===== config.mk =====
export PLATFORM = sky130hd
export DESIGN_NAME = seq_muldiv_unit
export DESIGN_NICKNAME = d
export VERILOG_FILES = /design/src/rtl/seq_muldiv_unit_pkg.sv /design/src/rtl/seq_muldiv_unit.sv
export SDC_FILE = /design/constraint.sdc
export NUM_CORES = 1
export LEC_CHECK = 0
export BUFFER_PORTS_ARGS = -buffer_cell sky130_fd_sc_hd__buf_4
export CORE_MARGIN = 2
export CORE_UTILIZATION = 42
export DETAILED_ROUTE_END_ITERATION = 8
export RECOVER_POWER = 100
export SYNTH_ARGS = -nofsm -noshare
export SYNTH_HDL_FRONTEND = slang
export SYNTH_SLANG_ARGS = --single-unit

===== constraint.sdc =====
create_clock -name clk -period 2.9 [get_ports clk]
set_clock_uncertainty 0.05 [all_clocks]
set_input_delay 0.725 -clock clk [delete_from_list [all_inputs] [get_ports clk]]
set_output_delay 0.725 -clock clk [all_outputs]
set_load 0.01 [all_outputs]

===== src/rtl/seq_muldiv_unit_pkg.sv =====
// -----------------------------------------------------------------------------
// seq_muldiv_unit_pkg
// Definitions shared by the ALU and the sequential multiply/divide unit:
//   - FSM state encoding for seq_muldiv_unit
//   - mode encoding of the unit's 'mode' input
//   - ALU opcodes that route an operation to this unit
// -----------------------------------------------------------------------------
package seq_muldiv_unit_pkg;

  // FSM state encoding
  localparam logic [1:0] IDLE = 2'd0;
  localparam logic [1:0] CALC = 2'd1;
  localparam logic [1:0] DONE = 2'd2;

  // 'mode' input encoding
  localparam logic MODE_MUL = 1'b0;
  localparam logic MODE_DIV = 1'b1;

  // ALU opcodes served by this unit
  localparam logic [3:0] MUL = 4'b1010;
  localparam logic [3:0] DIV = 4'b1011;

endpackage


===== src/rtl/seq_muldiv_unit.sv =====
// -----------------------------------------------------------------------------
// seq_muldiv_unit
// Multi-cycle unsigned multiply / divide unit, one result bit per cycle
// (shift-add multiply, restoring divide). One request at a time.
//
// Ports:
//   clk    in   rising-edge clock
//   rst    in   synchronous active-high reset; aborts any operation
//   valid  in   request strobe, only looked at in IDLE
//   mode   in   0 = multiply, 1 = divide (sampled with valid)
//   in_A   in   multiplicand / dividend (sampled with valid)
//   in_B   in   multiplier / divisor (sampled with valid)
//   ready  out  one-cycle pulse: out holds a new result
//   busy   out  high while a request is in progress (CALC, DONE)
//   out    out  mul: full product; div: {remainder, quotient}
//
// Timing: valid accepted at edge k, ready high in the cycle after edge
// k+WIDTH+1. out holds its value until the next result or reset.
// -----------------------------------------------------------------------------
module seq_muldiv_unit
  import seq_muldiv_unit_pkg::*;
#(
  parameter int WIDTH = 32
) (
  input  logic               clk,
  input  logic               rst,
  input  logic               valid,
  input  logic               mode,
  input  logic [WIDTH-1:0]   in_A,
  input  logic [WIDTH-1:0]   in_B,
  output logic               ready,
  output logic               busy,
  output logic [2*WIDTH-1:0] out
);

  localparam int CNT_W = (WIDTH > 1) ? $clog2(WIDTH) : 1;

  logic [1:0]         state;
  logic [CNT_W-1:0]   cnt;
  logic               mode_q;
  // Operand consumed every iteration: A for multiply, B for divide.
  logic [WIDTH-1:0]   opnd;
  // Shared working register. Multiply: P. Divide: {R, Q} with
  // R = p[2W:W] and Q = p[W-1:0]. Both initialise to {0, operand}
  // and both deliver their result in p[2W-1:0].
  logic [2*WIDTH:0]   p;
  logic [2*WIDTH:0]   p_next;

  // Iteration datapath
  logic [WIDTH:0]     mul_hi;
  logic [WIDTH:0]     r_sh;
  logic [WIDTH+1:0]   trial;

  assign busy = (state != IDLE);

  always_comb begin
    mul_hi = '0;
    r_sh   = '0;
    trial  = '0;
    p_next = p;
    if (mode_q == MODE_DIV) begin
      // Shift {R,Q} left, then try subtracting the divisor. R stays below
      // the divisor, so the shifted R fits in WIDTH+1 bits and the extra
      // top bit of trial is a clean sign bit.
      r_sh  = {p[2*WIDTH-1:WIDTH], p[WIDTH-1]};
      trial = {1'b0, r_sh} - {2'b00, opnd};
      if (!trial[WIDTH+1])
        p_next = {trial[WIDTH:0], p[WIDTH-2:0], 1'b1};
      else
        p_next = {r_sh, p[WIDTH-2:0], 1'b0};
    end else begin
      // Conditional add into the upper half (carry lands in p[2W]),
      // then shift the whole register right by one.
      mul_hi = p[2*WIDTH:WIDTH] + (p[0] ? {1'b0, opnd} : '0);
      p_next = {1'b0, mul_hi, p[WIDTH-1:1]};
    end
  end

  always_ff @(posedge clk) begin
    if (rst) begin
      state  <= IDLE;
      cnt    <= '0;
      mode_q <= MODE_MUL;
      opnd   <= '0;
      p      <= '0;
      out    <= '0;
      ready  <= 1'b0;
    end else begin
      ready <= 1'b0;
      case (state)
        IDLE: begin
          if (valid) begin
            mode_q <= mode;
            opnd   <= (mode == MODE_DIV) ? in_B : in_A;
            p      <= {{(WIDTH+1){1'b0}}, (mode == MODE_DIV) ? in_A : in_B};
            cnt    <= '0;
            state  <= CALC;
          end
        end
        CALC: begin
          p   <= p_next;
          cnt <= cnt + CNT_W'(1);
          if (cnt == CNT_W'(WIDTH-1))
            state <= DONE;
        end
        DONE: begin
          out   <= p[2*WIDTH-1:0];
          ready <= 1'b1;
          state <= IDLE;
        end
        default: state <= IDLE;
      endcase
    end
  end

endmodule


==> run_results.csv <==
group,metric,value,unit
run_status,status,"finished, violations left",
run_status,failed_checks,"capacitance limit, slew limit, setup timing",
sta,fin_crit,3.14,ns
yosys,synth.area.top_cells,"dfxtp_1, mux2i_1, ha_1",
yosys,syn_area,0.0112,mm²
clock_tree,clock_path_buffers,2,
setup_path,crit_chain,"buf_6 > and2_4 > ha_4 > buf_6 > a21o_4 > a2111oi_4 > o31a_2 > o31a_4 > a211oi_4 > nor2_4 > o41ai_4 > xnor2_1 > o221ai_1",
power_and_ir_drop,p_sw,2.36,mW
grt,grtUsageTotal,0.249,
routing,vias,11300,
floorplanning,rows,59,
grt,overflow,0,
setup_path,critPathMaxStageDelay,0.41,ns
yosys,synth_ff_type,"dfxtp_1",
clock_tree,insertion_delay,0.44,ns
layout,multi_input_area,0.00805,mm²
setup_path,critical_path_required,3.17,ns
setup_path,criticalPathCategory,"register to register",
sta,hold_viol,0,
yosys,synth_top_area_share,0.303,
grt,grt_pass1_wl,57.2,mm
yosys,ys.warnings.count,0,
yosys,synth_seq_cells,170,
placement,port_buffers,133,
clock_tree,numCtsBuffers,17,
power_and_ir_drop,p_per_area,455,mW/mm²
sta,layout_setup_ws,-0.239,ns
yosys,ys_types,69,
setup_path,crit_top_cell,"buf_6",
routing,firstDrtPassIters,5,
yosys,syn_area_per_cell,8.01,µm²
clock_tree,cts-root-buf,"clkbuf_16",
grt,antenna_found_initial,0,
sta,setup_viol_count_final,23,
layout,regArea,0.00344,mm²
setup_path,critical_path_arrival,3.41,ns
setup_path,slowest_stage,"o41ai_4",
routing,ant_nets,0,
clock_tree,cts_tree,"built",
power_and_ir_drop,netSwitchingFraction,0.341,
floorplanning,die_w,168,µm
floorplanning,core-area,0.0262,mm²
clock_tree,htreeDepth,4,
yosys,ys_seq_area_frac,0.303,
layout,synthToLayoutAreaGrowth,35.3,%
clock_tree,clk_pin_slew_worst_paths,0.08,ns
grt,grt_pass1_vias,10900,
power_and_ir_drop,combPwrFrac,0.287,
routing,via_per_inst,5.57,
sta,slew-limit-headroom,-0.0281,
floorplanning,design.die.area,0.0281,mm²
layout,layout_commonest_cell,"buf_4",
layout,n_fill_cell,2377,
setup_path,end_kind,"register",
yosys,synthCells,1405,
setup_path,rrSetupSlack,-0.24,ns
placement,place_congestion,0.923,
setup_path,r2r.worst_path.cells,13,
setup_path,path_max_fanout,6,
layout,layout_common_cells,"buf_4, nand2_1, dfxtp_1, a21oi_1, nor2_1",
placement,dp_hpwl,25.9,mm
sta,fin_crit_sh,1.08,
floorplanning,die-height,168,µm
layout,nets,1816,
setup_path,start_kind,"register",
power_and_ir_drop,p_leak,6.56,nW
layout,diodes,0,
floorplanning,top_level_ports,134,
sta,fin_setup_tns,-1.46,ns
yosys,synth_nets,1541,
layout,finalCoreUtilization,0.581,
routing,first_iter_violations,688,
floorplanning,start_util,0.429,
layout,drive_above_1_share,0.265,
routing,wl_per_cell,17.8,µm
sta,final_max_slew_viol_count,24,
yosys,synth_top_cell_by_area,"dfxtp_1",
sta,rsz0062_at_grt,"yes",
sta,worst_pin_slew,1.54,ns
worst_hold_path,min_path_cells,2,
power_and_ir_drop,p_seq_frac,0.371,
worst_hold_path,hp-class,"register to register",
power_and_ir_drop,intPower,4.56,mW
routing,drcViolationCount,0,
yosys,synth-edff-count,0,
grt,grt_max_degree,56,
sta,fmax,319,MHz
yosys,synthArstFlopShare,0,
routing,wirelength,36.0,mm
job,cap_viol_max_count,1,
power_and_ir_drop,vdd_drop_max,0.335,mV
power_and_ir_drop,p_clk_frac,0.342,
clock_tree,cts_sinks,170,
==> flip-flops by register name, indices dropped and copies added (netlist names) <==
signal and count:
cnt 5, mode_q 1, opnd 32, out 64
p 65, ready 1, state 2
==> per-layer routing <==
layer  GRT usage  up-vias  wire, µm
li1            -     5595         -
met1       0.344     5337     17200
met2       0.407      323     16300
met3      0.0459       44      2130
met4      0.0491        0       429
met5           0        -         0
==> cell families (layout without fill, tap and decap cells) <==
family,count (synthesis),after routing,synth area share
compound gates,434,434,0.260
simple gates,419,419,0.165
flops,170,170,0.303
buf+inv,144,431,0.0502
mux,119,119,0.106
fa+ha+maj,68,68,0.0770
xor+xnor,51,51,0.0397
==> final timing paths <==
check / endpoint / start
max: p[62] / p[0]
min: out[42] / out[42]
max reg2reg: p[62] / p[0]
min reg2reg: out[42] / out[42]
==> worst max-delay path, delay by kind of cell, from the launching register on <==
family	cells	cell delay [ns]
xor+xnor	1	0.16
flops	1	0.39
simple gates	2	0.25
buf+inv	2	0.22
fa+ha+maj	1	0.26
compound gates	7	1.66
==> through the flow <==
| stage | cells | worst slack (ns) | hold WS (ns) | power, mW | instance area [µm²] |
|---|---|---|---|---|---|
| after floorplan | 1405 | 0.00845 | 0.379 | 3.66 | 11300 |
| after global placement | 1965 | -0.266 | 0.393 | 4.27 | 13800 |
| after detailed placement | 1965 | -0.356 | 0.397 | 4.28 | 13800 |
| after CTS | 2013 | -0.194 | 0.408 | 6.83 | 15000 |
| after global routing | 2027 | -0.331 | 0.418 | 7.22 | 15200 |
| final | 2027 | -0.239 | 0.404 | 6.93 | 15200 |
==> power by group through the flow <==
stage / combinational (mW) / sequential, mW / clock, mW
finish: 1.99 / 2.57 / 2.37
global route: 2.14 / 2.58 / 2.49
CTS: 1.85 / 2.56 / 2.41
detailed placement: 1.67 / 2.61 / 0
global placement: 1.66 / 2.61 / 0
floorplan: 1.09 / 2.56 / 0
==> cell usage after synthesis, drive strengths merged, types with 3 or more instances <==
| cell | n |
|---|---|
| nand2 | 191 |
| dfxtp | 170 |
| a21oi | 152 |
| nor2 | 119 |
| mux2i | 117 |
| a211oi | 106 |
| clkbuf | 68 |
| ha | 66 |
| inv | 55 |
| o21ai | 54 |
| and2 | 36 |
| xnor2 | 33 |
| a21o | 31 |
| buf | 21 |
| xor2 | 18 |
| a22o | 15 |
| nand3 | 13 |
| nor2b | 12 |
| o21bai | 12 |
| nor3 | 10 |
| nand2b | 9 |
| nand4 | 8 |
| o211a | 8 |
| o21a | 8 |
| a31oi | 6 |
| o211ai | 6 |
| and3 | 5 |
| nor4 | 5 |
| o31ai | 5 |
| a41oi | 4 |
| a2111oi | 3 |
| a211o | 3 |
| a221oi | 3 |
| and4 | 3 |
| o2111ai | 3 |
==> final cells by class <==
cell class              instances  area share
repair buffers                345       0.164
clock inverters                14      0.0118
clock buffers                  17      0.0279
flip-flops and latches        170       0.226
multi-input cells            1091       0.529
inverters                      55      0.0137
well taps                     335      0.0275
==> timing repair <==
item	CTS	global route
pin swaps	44	62
hold buffers	0	0
resized for setup	106	88
endpoints found under the setup margin	31	34
setup buffers	18	15
hold endpoints to repair	0	0
gates cloned	1	2
(Power assumes the default switching activity.)
